**config.mk**
```make
export PLATFORM = sky130hd
export DESIGN_NAME = capture_controller_flat
export DESIGN_NICKNAME = d
export VERILOG_FILES = /design/src/rtl/capture_controller_if.sv /design/src/rtl/capture_controller.sv /design/src/flat_wrapper.sv
export SDC_FILE = /design/constraint.sdc
export NUM_CORES = 1
export LEC_CHECK = 0
export CAP_MARGIN = 20
export CORE_ASPECT_RATIO = 1.5
export CORE_MARGIN = 5
export CORE_UTILIZATION = 36
export CTS_CLUSTER_SIZE = 25
export DETAILED_ROUTE_END_ITERATION = 16
export SLEW_MARGIN = 15
export SYNTH_ARGS = -nofsm -noshare
export SYNTH_HDL_FRONTEND = slang
export SYNTH_SLANG_ARGS = --single-unit
export TNS_END_PERCENT = 50
```
**constraint.sdc**
```tcl
create_clock -name clk -period 3.05 [get_ports clk]
set_input_delay 0.61 -clock clk [delete_from_list [all_inputs] [get_ports clk]]
set_output_delay 0.61 -clock clk [all_outputs]
set_load 0.005 [all_outputs]
```
**src/rtl/capture_controller_if.sv**
```systemverilog
// Sample-memory write bus for capture_controller.
//   master : drives wr_en / wr_addr / wr_data (the capture controller)
//   slave  : receives the writes (sample memory, monitors)
// Ports (bundled signals):
//   wr_en   - one-cycle write strobe per stored sample
//   wr_addr - write address, 0..SAMPLE_BUFF_SIZE-1
//   wr_data - sample word, bit i = channel i
interface capture_controller_if #(
  parameter int ADDR_WIDTH = 10,
  parameter int DATA_WIDTH = 8
);
  logic                  wr_en;
  logic [ADDR_WIDTH-1:0] wr_addr;
  logic [DATA_WIDTH-1:0] wr_data;

  modport master (output wr_en, output wr_addr, output wr_data);
  modport slave  (input  wr_en, input  wr_addr, input  wr_data);
endinterface

```
**src/rtl/capture_controller.sv**
```systemverilog
// Logic-analyser style capture controller.
// Synchronises the raw channel inputs, divides the clock down to a sample
// tick, waits for a trigger condition on one channel and then streams
// SAMPLE_BUFF_SIZE samples into a sample memory over the write bus.
// Ports:
//   clk          - system clock, rising edge
//   reset        - asynchronous, active-low
//   chan_in      - raw asynchronous channel inputs
//   trig_enable  - level: 1 arms/keeps capture, 0 aborts to IDLE
//   trig_mode    - 00 immediate, 01 rising, 10 falling, 11 either edge
//   trig_chan    - channel watched for the trigger edge
//   sample_div   - sample period = sample_div+1 clocks
//   rearm        - single-cycle pulse, leaves DONE
//   wr_bus       - write bus to the sample memory (master side)
//   capture_done - 1 while the buffer holds a complete capture
//   state        - FSM state: IDLE=00, ARMED=01, CAPTURE=10, DONE=11
module capture_controller #(
  parameter int  CHANNEL_COUNT    = 8,
  parameter int  SAMPLE_BUFF_SIZE = 640,
  parameter int  DIV_WIDTH        = 16,
  localparam int SEL_WIDTH        = $clog2(CHANNEL_COUNT),
  localparam int ADDR_WIDTH       = $clog2(SAMPLE_BUFF_SIZE)
) (
  input  logic                     clk,
  input  logic                     reset,
  input  logic [CHANNEL_COUNT-1:0] chan_in,
  input  logic                     trig_enable,
  input  logic [1:0]               trig_mode,
  input  logic [SEL_WIDTH-1:0]     trig_chan,
  input  logic [DIV_WIDTH-1:0]     sample_div,
  input  logic                     rearm,
  capture_controller_if.master     wr_bus,
  output logic                     capture_done,
  output logic [1:0]               state
);

  typedef enum logic [1:0] {
    ST_IDLE    = 2'b00,
    ST_ARMED   = 2'b01,
    ST_CAPTURE = 2'b10,
    ST_DONE    = 2'b11
  } state_t;

  localparam logic [ADDR_WIDTH-1:0] LAST_ADDR = ADDR_WIDTH'(SAMPLE_BUFF_SIZE - 1);

  // Trigger condition on one channel, given its previous and current sample.
  function automatic logic trig_hit_f(input logic [1:0] mode,
                                      input logic       prev_bit,
                                      input logic       cur_bit);
    logic hit;
    case (mode)
      2'b00:   hit = 1'b1;
      2'b01:   hit = ~prev_bit & cur_bit;
      2'b10:   hit = prev_bit & ~cur_bit;
      2'b11:   hit = prev_bit ^ cur_bit;
      default: hit = 1'b0;
    endcase
    return hit;
  endfunction

  logic [CHANNEL_COUNT-1:0] sync_meta_r;
  logic [CHANNEL_COUNT-1:0] sample_r;
  logic [CHANNEL_COUNT-1:0] prev_sample_r;
  logic [DIV_WIDTH-1:0]     div_cnt_r;
  state_t                   state_r;
  logic                     wr_en_r;
  logic [ADDR_WIDTH-1:0]    wr_addr_r;
  logic [CHANNEL_COUNT-1:0] wr_data_r;
  logic                     capture_done_r;

  logic                     tick_s;
  logic                     hit_s;
  logic                     arm_s;
  logic [ADDR_WIDTH-1:0]    next_addr_s;

  // Sample tick, trigger detection and next write address.
  always_comb begin
    tick_s      = (div_cnt_r == sample_div);
    hit_s       = trig_hit_f(trig_mode, prev_sample_r[trig_chan], sample_r[trig_chan]);
    arm_s       = (state_r == ST_IDLE) && trig_enable;
    next_addr_s = wr_addr_r + ADDR_WIDTH'(1);
  end

  // Two-flop synchroniser for the asynchronous channel inputs.
  always_ff @(posedge clk or negedge reset) begin
    if (!reset) begin
      sync_meta_r <= '0;
      sample_r    <= '0;
    end else begin
      sync_meta_r <= chan_in;
      sample_r    <= sync_meta_r;
    end
  end

  // Free-running sample divider (restarted on arming) and edge-history register.
  always_ff @(posedge clk or negedge reset) begin
    if (!reset) begin
      div_cnt_r     <= '0;
      prev_sample_r <= '0;
    end else begin
      if (arm_s || tick_s) begin
        div_cnt_r <= '0;
      end else begin
        div_cnt_r <= div_cnt_r + DIV_WIDTH'(1);
      end
      // The edge history follows the tick in every state, so the first
      // armed tick compares against a real previous sample.
      if (tick_s) begin
        prev_sample_r <= sample_r;
      end else begin
        prev_sample_r <= prev_sample_r;
      end
    end
  end

  // Capture FSM with registered write bus and status outputs.
  always_ff @(posedge clk or negedge reset) begin
    if (!reset) begin
      state_r        <= ST_IDLE;
      wr_en_r        <= 1'b0;
      wr_addr_r      <= '0;
      wr_data_r      <= '0;
      capture_done_r <= 1'b0;
    end else begin
      wr_en_r <= 1'b0;
      case (state_r)
        ST_IDLE: begin
          if (trig_enable) begin
            state_r <= ST_ARMED;
          end else begin
            state_r <= ST_IDLE;
          end
        end
        ST_ARMED: begin
          // Abort has priority over a trigger hit in the same cycle.
          if (!trig_enable) begin
            state_r   <= ST_IDLE;
            wr_addr_r <= '0;
          end else if (tick_s && hit_s) begin
            wr_en_r        <= 1'b1;
            wr_addr_r      <= '0;
            wr_data_r      <= sample_r;
            state_r        <= (LAST_ADDR == '0) ? ST_DONE : ST_CAPTURE;
            capture_done_r <= (LAST_ADDR == '0);
          end else begin
            state_r <= ST_ARMED;
          end
        end
        ST_CAPTURE: begin
          if (!trig_enable) begin
            state_r   <= ST_IDLE;
            wr_addr_r <= '0;
          end else if (tick_s) begin
            wr_en_r   <= 1'b1;
            wr_addr_r <= next_addr_s;
            wr_data_r <= sample_r;
            // Stop right after the last address; the address never wraps.
            if (next_addr_s == LAST_ADDR) begin
              state_r        <= ST_DONE;
              capture_done_r <= 1'b1;
            end else begin
              state_r <= ST_CAPTURE;
            end
          end else begin
            state_r <= ST_CAPTURE;
          end
        end
        ST_DONE: begin
          // Only rearm leaves DONE; trig_enable is ignored here.
          if (rearm) begin
            state_r        <= ST_IDLE;
            capture_done_r <= 1'b0;
            wr_addr_r      <= '0;
          end else begin
            state_r <= ST_DONE;
          end
        end
        default: begin
          state_r        <= ST_IDLE;
          capture_done_r <= 1'b0;
          wr_addr_r      <= '0;
        end
      endcase
    end
  end

  assign wr_bus.wr_en   = wr_en_r;
  assign wr_bus.wr_addr = wr_addr_r;
  assign wr_bus.wr_data = wr_data_r;
  assign capture_done   = capture_done_r;
  assign state          = state_r;

endmodule

```
**src/flat_wrapper.sv**
```systemverilog
// flat-port wrapper written by rule: the top's interface ports become plain ports
module capture_controller_flat 
#(
  parameter int  CHANNEL_COUNT    = 8,
  parameter int  SAMPLE_BUFF_SIZE = 640,
  parameter int  DIV_WIDTH        = 16,
  localparam int SEL_WIDTH        = $clog2(CHANNEL_COUNT),
  localparam int ADDR_WIDTH       = $clog2(SAMPLE_BUFF_SIZE)
)
  (clk, reset, chan_in, trig_enable, trig_mode, trig_chan, sample_div, rearm, capture_done, state, wr_bus_wr_en, wr_bus_wr_addr, wr_bus_wr_data);
  capture_controller_if #(.ADDR_WIDTH(10), .DATA_WIDTH(8)) wr_bus_i ();
  input  logic clk;
  input  logic reset;
  input  logic [CHANNEL_COUNT-1:0] chan_in;
  input  logic trig_enable;
  input  logic [1:0] trig_mode;
  input  logic [SEL_WIDTH-1:0] trig_chan;
  input  logic [DIV_WIDTH-1:0] sample_div;
  input  logic rearm;
  output logic capture_done;
  output logic [1:0] state;
  output wire logic [$bits(wr_bus_i.wr_en)-1:0] wr_bus_wr_en;
  output wire logic [$bits(wr_bus_i.wr_addr)-1:0] wr_bus_wr_addr;
  output wire logic [$bits(wr_bus_i.wr_data)-1:0] wr_bus_wr_data;
  assign wr_bus_wr_en = wr_bus_i.wr_en;
  assign wr_bus_wr_addr = wr_bus_i.wr_addr;
  assign wr_bus_wr_data = wr_bus_i.wr_data;
  capture_controller #(.CHANNEL_COUNT(CHANNEL_COUNT), .SAMPLE_BUFF_SIZE(SAMPLE_BUFF_SIZE), .DIV_WIDTH(DIV_WIDTH)) u_core (.clk(clk), .reset(reset), .chan_in(chan_in), .trig_enable(trig_enable), .trig_mode(trig_mode), .trig_chan(trig_chan), .sample_div(sample_div), .rearm(rearm), .wr_bus(wr_bus_i), .capture_done(capture_done), .state(state));
endmodule
```
== Yosys cells after proc, flatten, opt, wreduce, memory -nomap -nowiden ==
Index checks and enable logic that the tools add are counted.
Widths: inputs -> output; s select.
Operators by class
  add/sub/neg operators: 2
  $lt $le $gt $ge: 1
  equality and inequality tests: 16
  mux-type cells: 37
  bitwise operators: 5
  reduce and logical (&&, ||, !) cells: 10
Operators by type and width (number)
  $mux 10: 5
  $mux 8: 4
  $pmux 10 s3: 1
  $add 16x1->16 const B: 1
  $eq 16x16->1: 1
  $mux 16: 1
  $pmux 8 s2: 1
  $mux 1: 15
  $add 10x1->10 const B: 1
  $eq 10x10->1 const B: 1
  $eq 2x2->1 const B: 4
  $mux 2: 4
  $pmux 2 s4: 1
  $reduce_and 7->1: 1
  $bmux 1 s3: 2
  $ne 2x1->1 const B: 3
  $ne 2x2->1 const B: 3
  $ne 3x2->1 const B: 2
  $reduce_and 5->1: 1
  $eq 2x1->1 const B: 2
  $logic_not 2->1: 2
  $lt 3x4->1 const B: 1
  $pmux 1 s4: 1
  $reduce_and 4->1: 1
  9 further kinds: 12
Storage, ports and cells
  bits in registers: 62
  input port bits: 33
  output and inout bits: 22
  logic and storage cells: 80

== Depth between registers and ports, before layout ==
Gate-level depths: netlist (run 1).
  depth after elaboration: 9
  mapped depth: 10
  mapped depth without buffers: 9

== Least setup slack after synthesis (run 1) ==
No wires, ideal clock.
  kind: input port to flip-flop
  from: input port trig_chan[0]
  to: register u_core.wr_data_r[0] (netlist: u_core.wr_bus.wr_data[0])
  library setup time: 0.127 ns
  arrival: 2.880 ns
  data required time: 2.923 ns
  path slack: 0.042 ns
  stages: 10
  buffers on the path: 1
  cells stage by stage: mux4_2 mux2i_1 inv_1 ha_1 nand2b_1 a32oi_1 mux2_2 and3_1 buf_4 mux2_1
On the way
  longest elaborated chain between the ends: 8
  elaborated cells on any way between the ends: 13
  classes of those cells: eq/ne: 1; mux: 5; bitwise: 5; reduce/logical: 2
RTL lines
  start, declared: RTL line flat_wrapper.sv:17  | input logic [SEL_WIDTH-1:0] trig_chan;
  $bmux 1 s3: RTL line capture_controller.sv:79  | hit_s = trig_hit_f(trig_mode, prev_sample_r[trig_chan], sample_r[trig_chan]);
  $mux 1 (not written as such): RTL line capture_controller.sv:79
  $not 1->1, on equally long branches: RTL line capture_controller.sv:54, capture_controller.sv:53
  $and 1x1->1, on equally long branches: RTL line capture_controller.sv:54, capture_controller.sv:53
  $pmux 1 s4 (*): RTL line capture_controller.sv:51  | case (mode)
  $logic_and 1x1->1 (*): RTL line capture_controller.sv:139  | end else if (tick_s && hit_s) begin
  $ne 2x1->1 (no line) (*)
  $reduce_and 5->1 (no line) (*)
  end signal, assigned: RTL line capture_controller.sv:142  | wr_data_r <= sample_r;
  end signal, assigned: RTL line capture_controller.sv:156  | wr_data_r <= sample_r;
  end, declared: RTL line capture_controller.sv:68  | logic [CHANNEL_COUNT-1:0] wr_data_r;
Mark *: on every way between the ends. The rest lies on a longest branch, timed or not. The select of a mux whose other input is x is not followed.
A chain may end at the register's enable or synchronous reset.

== Worst setup path in the final report (run 1) ==
  from: input port trig_chan[0]
  to: register u_core.wr_addr_r[0] (netlist: u_core.wr_bus.wr_addr[0])
On the way
  longest elaborated chain between the ends: 8
  elaborated cells on any way between the ends: 13
  classes of those cells: eq/ne: 1; mux: 5; bitwise: 5; reduce/logical: 2
RTL lines
  $bmux 1 s3: RTL line capture_controller.sv:79
  $mux 1 (not written as such): RTL line capture_controller.sv:79
  $not 1->1, on equally long branches: RTL line capture_controller.sv:54, capture_controller.sv:53
  $and 1x1->1, on equally long branches: RTL line capture_controller.sv:54, capture_controller.sv:53
  $pmux 1 s4 (*): RTL line capture_controller.sv:51
  $logic_and 1x1->1 (*): RTL line capture_controller.sv:139
  $ne 3x2->1 (no line) (*)
  $reduce_and 4->1 (no line) (*)
  end signal, assigned: RTL line capture_controller.sv:155  | wr_addr_r <= next_addr_s;
  end, declared: RTL line capture_controller.sv:67  | logic [ADDR_WIDTH-1:0] wr_addr_r;
Marked as above.

==> results of run 1 <==
==> final timing paths <==
| kind | start | to | slack (ns) | cells past startpoint |
|---|---|---|---|---|
| worst max-delay path | trig_chan[0] | u_core.wr_bus.wr_addr[0] | 0.20 | 12 |
| worst max register to register | u_core.sample_r[7] | u_core.wr_bus.wr_addr[0] | 0.29 | 11 |
| worst min-delay path | u_core.sync_meta_r[0] | u_core.sample_r[0] | 0.35 | 0 |
| min in group asynchronous | reset | u_core.sync_meta_r[0] | 0.45 | 2 |
| max in group asynchronous | reset | u_core.div_cnt_r[13] | 2.09 | 2 |
| worst min register to register | u_core.sync_meta_r[0] | u_core.sample_r[0] | 0.35 | 0 |
==> flip-flops by register name, indices dropped and copies added, names as in the netlist, 2 cells and up <==
register,cells
u_core.sample_r,8
u_core.wr_bus.wr_data,8
u_core.state,2
u_core.div_cnt_r,16
u_core.prev_sample_r,8
u_core.wr_bus.wr_addr,10
u_core.sync_meta_r,8
==> per-layer routing <==
| metal | vias to the layer above | GRT usage, % |
|---|---|---|
| met1 | 1064 | 14.8 |
| met3 | 11 | 3.33 |
| met4 | 0 | 6.83 |
| met2 | 49 | 23.4 |
| li1 | 1055 | - |
| met5 | - | 0 |
==> cell usage in the layout, fill, tap and decap left out, types with 4 or more instances in the layout <==
master,n
dfrtp_1,62
clkdlybuf4s50_1,51
nor2_1,32
xnor2_1,22
xor2_1,12
nand2_1,11
nand4_1,11
inv_1,10
mux2_2,10
ha_1,10
clkbuf_16,9
buf_4,9
nand3_1,8
mux2_1,8
and2_1,5
o2111ai_1,5
a21bo_2,5
mux4_2,4
and3_1,4
==> cell type report <==
type	count	area, um2	area share [%]
inverters	10	37.5	0.928
clock buffers	9	225	5.57
multi-input cells	181	1430	35.4
repair buffers	64	617	15.2
flip-flops and latches	62	1550	38.3
well taps	107	134	3.31
clock inverters	7	50.0	1.24
==> through the flow <==
| step | power, mW | std cells | setup slack [ns] | setup TNS [ns] |
|---|---|---|---|---|
| after floorplan | 0.976 | 262 | 0.0421 | 0 |
| after global placement | 1.07 | 424 | -0.589 | -10.96 |
| after detailed placement | 1.07 | 424 | -0.698 | -13.01 |
| after CTS | 2.02 | 440 | 0.00646 | 0 |
| after global routing | 2.08 | 440 | 0.0749 | 0 |
| final | 1.99 | 440 | 0.200 | 0 |
==> critical path: stages <==
cell	delay [ns]
clkbuf_2	0.16
mux4_2	0.51
mux2i_1	0.19
inv_1	0.06
ha_1	0.27
nand2b_1	0.11
a32oi_2	0.12
buf_4	0.15
or2_1	0.26
buf_4	0.16
and3_1	0.18
mux2_2	0.27
==> logic make-up (layout without fill, tap and decap cells) <==
group           after synthesis  in the layout  share of synthesized area (%)
buf+inv                      19             90                           2.90
flops                        62             62                           50.6
mux                          24             24                           10.2
xor+xnor                     34             34                           9.72
compound gates               27             27                           8.09
fa+ha+maj                    10             10                           4.08
simple gates                 86             86                           14.4
==> report_power, final <==
group	total [mW]	switching, mW	leakage (nW)	internal [mW]
Clock	0.930	0.380	0.128	0.549
Combinational	0.178	0.0814	0.846	0.0962
Sequential	0.880	0.0297	0.824	0.850
Total	1.99	0.491	1.80	1.50
==> what timing repair did <==
action                                  in CTS  in global routing
setup buffers                                0                  0
pin swaps                                    1                  0
gates resized for setup                      4                  1
hold buffers                                 0                  0
endpoints found under the setup margin      20                 17
cloned                                       0                  0
hold endpoints to repair                     0                  0
==> impl_metrics.toml, run 1 <==
[status]
status = "complete, no violations"

[die]
die-width_um = 85.3
die_area_mm2 = 0.0105
ios = 55
core.rowCount = 41
initial_core_util_pct = 36.6
core_mm2 = 0.00836
die_y_um = 123

[logic_synthesis]
synth.distinct_cells = 41
synthTopCellsByArea = "dfrtp_1, xnor2_1, ha_1"
synth_edf_count = 0
post-synth-top-area-cell = "dfrtp_1"
yosys_warnings = 0
syn_avg_cell_area_um2 = 11.7
ys.flop_type = "dfrtp_1"
synth_area_mm2 = 0.00306
syn_nets = 305
synth.top_cells.by_count = "dfrtp_1, nor2_1, xnor2_1, xor2_1"
yosysMostFrequentCell = "dfrtp_1"
async_flop_share_pct = 100
synthCells = 262
ys_seq_area_share_pct = 50.6
ys_ff_latch = 62
synth_top_area_share_pct = 50.6

[layout]
fin_area_mm2 = 0.00405
final_util_pct = 48.4
antenna_cells = 0
nFillCells = 786
nNetsFinal = 371
layout-drive-gt1-share_pct = 15.3
area_growth_pct = 32.1

[sta]
post-route-period-util_pct = 93.4
min_period_ns = 2.85
slew_violations = 0
holdWs_ns = 0.347
setup_viol = 0
relSlewSlack_pct = 47.6
rsz0062_at_grt = "no"
hold_violations = 0
fmax_mhz = 351
fin_skew_ns = 0.00559
tightest_slew_ns = 0.786

[flow_run]
drv_cap = 0

[worst_setup_path]
arrival_ns = 3.06
cp_max_fo = 4
startpoint_type = "primary input"
critPathKind = "primary input to flip-flop"
end_kind = "flip-flop"
cp.required_ns = 3.26

[placement]
gp_congestion = 0.801
hpwl_um = 4710
portBuffers = 54
placed_cell_area_mm2 = 0.00377

[clock_tree]
ctsHtreeMaxLevel = 3
clk_pin_slew_ns = 0.05
cts.path.max_buffers = 2
clock_tree.root_cell = "clkbuf_16"
cts_inserted_buffers = 9
clk_latency_ns = 0.33
clkSinkCount = 62
cts_tree = "done"

[power_and_ir_drop]
leakagePower_nw = 1.80
ir_drop_mv = 0.264
power_density_mw_per_mm2 = 491

[detailed_routing]
top_layer_used = "met4"
vias = 2179
vias_per_cell = 4.95
dr.pass1.iters = 4
routed-wl-met2_um = 3310
met3_length_um = 342
ant_nets = 0
wl_met1_um = 2620
post_drt_wl_per_cell_um = 14.6
drt-initial-drc-count = 49
drc = 0
wl_um = 6410

[global_routing]
grt_usage_pct = 13.3
grt_max_degree = 63
grt_pass1_vias = 2215
antenna_found_initial = 0
overflow = 0
grt_pass1_wl_um = 10700

[min_path]
hold_class = "flip-flop to flip-flop"
Power figures use the tool's default switching activity.
==> inputs of run 2 (changes only) <==
Settings changed: HOLD_SLACK_MARGIN set to 0.12.
==> results of run 2 <==
No change in the layout: final DEF, timing and power equal those of run 1.
==> inputs of run 3 (changes only) <==
==> constraint.sdc (replaced) <==
create_clock -name clk -period 2.55 [get_ports clk]
set_input_delay 0.3825 -clock clk [delete_from_list [all_inputs] [get_ports clk]]
set_output_delay 0.3825 -clock clk [all_outputs]
set_load 0.005 [all_outputs]
==> run 3 against run 2 <==
Effect of this change: the run now ends with negative setup slack left; global-route usage shrank 0.10 points; worst hold slack got worse by 0.0027 ns; register-to-register slack worse by 0.34 ns; flip-flop and latch count did not move; utilization grew 1.0 points; clock skew down 0.0022 ns; clock-buffer cell count did not move; critical path depth fell by 2; sequential share of layout area decreased by 0.79 points; via count is essentially flat; sequential power is 19% higher; routed wire length fell by 2.0%; critical endpoint unchanged; highest routed layer unchanged.
==> impl_metrics.toml, run 3 (synthesis results as in run 1) <==
[power_and_ir_drop]
internal_power_mw = 1.80
leakagePower_nw = 1.84
power_switching_uw = 574
pwr-share-clk_pct = 46.2
power_density_mw_per_mm2 = 574
ir_drop_mv = 0.330
pwr-share-seq_pct = 44.2
switching_share_pct = 24.2
power_frac_comb_pct = 9.6
total_power_mw = 2.37

[detailed_routing]
drc = 0
vias_per_cell = 4.87
ant_nets = 0
dr.pass1.iters = 4
wl_um = 6280
post_drt_wl_per_cell_um = 14.0
drt-initial-drc-count = 41
vias = 2177

[layout]
largest_reg_flops = 16
finalNonFillerCells = 447
nNetsFinal = 378
layout-drive-gt1-share_pct = 17.9
nFillCells = 765
antenna_cells = 0
mostFrequentLayoutCell = "dfrtp_1"
top_register = "u_core.div_cnt_r"
final_cell_mix = "dfrtp_1, clkdlybuf4s50_1, nor2_1"
area_growth_pct = 34.8

[die]
core.rowCount = 41
die-width_um = 85.3
ios = 55
core_mm2 = 0.00836
die_area_mm2 = 0.0105
initial_core_util_pct = 36.6
die_y_um = 123

[clock_tree]
cts_inserted_buffers = 9
clk_pin_slew_ns = 0.05
clock_tree.root_cell = "clkbuf_16"
cts_tree = "done"
cts.path.max_buffers = 2
clkSinkCount = 62
ctsHtreeMaxLevel = 3
clk_latency_ns = 0.33

[placement]
numPlacedInstances = 428
dp_slack_ns = -0.768
portBuffers = 54
gp_congestion = 0.786
hpwl_um = 4840

[global_routing]
grt_pass1_wl_um = 10700
grt_pass1_vias = 2246
antenna_found_initial = 0
grt_usage_pct = 13.2
overflow = 0
grt_max_degree = 35

[sta]
min_period_ns = 2.60
tightest_slew_ns = 0.445
rsz0062_at_grt = "yes"
post-route-period-util_pct = 102
fmax_mhz = 385
relSlewSlack_pct = 70.2
fin_ws_ns = -0.0489
setup_viol = 9
fin_skew_ns = 0.00336
slew_violations = 0
hold_violations = 0

[status]
failed_checks = "negative setup slack"
status = "finished with violations"

[worst_setup_path]
cp.required_ns = 2.76
end_kind = "flip-flop"
cp_max_fo = 8
startpoint_type = "flip-flop"
critPathKind = "flip-flop to flip-flop"
arrival_ns = 2.81
rrSetupSlack_ns = -0.05

[min_path]
hold_class = "flip-flop to flip-flop"

[flow_run]
drv_cap = 0
run 3: per-layer routing:
metal,track usage (%),part of all wire (%),vias up
li1,-,-,1065
met1,14.7,40,1060
met2,23.2,53,45
met3,2.73,4.5,7
met4,7.43,2.3,0
met5,0,0,-
run 3: area by class of cell:
| class | instances | area, um2 | area share, % |
|---|---|---|---|
| clock inverter | 7 | 51.3 | 1.24 |
| tap | 107 | 134 | 3.24 |
| inverter | 10 | 37.5 | 0.909 |
| sequential | 62 | 1550 | 37.6 |
| timing repair buffer | 71 | 666 | 16.1 |
| clock buffer | 9 | 225 | 5.45 |
| multi-input combinational | 181 | 1470 | 35.5 |
run 3: path summary, 6_finish.rpt:
path / depth (start not counted) / endpoint / start
worst max-delay path: 10 / u_core.wr_bus.wr_addr[0] / u_core.sample_r[7]
worst min-delay path: 0 / u_core.sample_r[0] / u_core.sync_meta_r[0]
worst max register to register: 10 / u_core.wr_bus.wr_addr[0] / u_core.sample_r[7]
worst min register to register: 0 / u_core.sample_r[0] / u_core.sync_meta_r[0]
max in group asynchronous: 3 / u_core.div_cnt_r[7] / reset
min in group asynchronous: 3 / u_core.sample_r[0] / reset
run 3: power by group through the flow:
stage	clock (mW)	combinational, mW	sequential (mW)
2_1_floorplan	0	0.116	1.06
5_1_grt	1.18	0.256	1.05
3_3_place_gp	0	0.228	1.07
4_1_cts	1.13	0.232	1.05
6_report	1.10	0.228	1.05
3_5_place_dp	0	0.229	1.07
run 3: worst max-delay path, cell delays in order (launching register included):
cell and delay [ns]:
dfrtp_1 0.38, mux4_2 0.47, mux2i_1 0.18, inv_1 0.06, ha_1 0.27, nand2b_4 0.12
a32oi_4 0.09, or2_1 0.26, buf_4 0.18, and3_1 0.19, mux2_2 0.27
run 3: timing repair:
item / in CTS / in global routing
buffers inserted: 1 / 1
resized for setup: 5 / 1
setup endpoints to repair: 21 / 16
endpoints found under the hold margin: 62 / 0
hold buffers: 1 / 0
gates cloned: 0 / 0
pin swaps: 0 / 0
run 3: metrics by stage:
stage          util, %  hold slack, ns  instance area [um2]  TNS [ns]
2_1_floorplan        -          0.0869                 3110    -0.454
3_3_place_gp      45.7           0.335                 3820    -13.18
3_5_place_dp      45.7           0.335                 3820    -14.13
4_1_cts           49.3           0.348                 4120    -0.564
5_1_grt           49.4           0.353                 4130     -1.24
6_report          49.4           0.345                 4130    -0.331
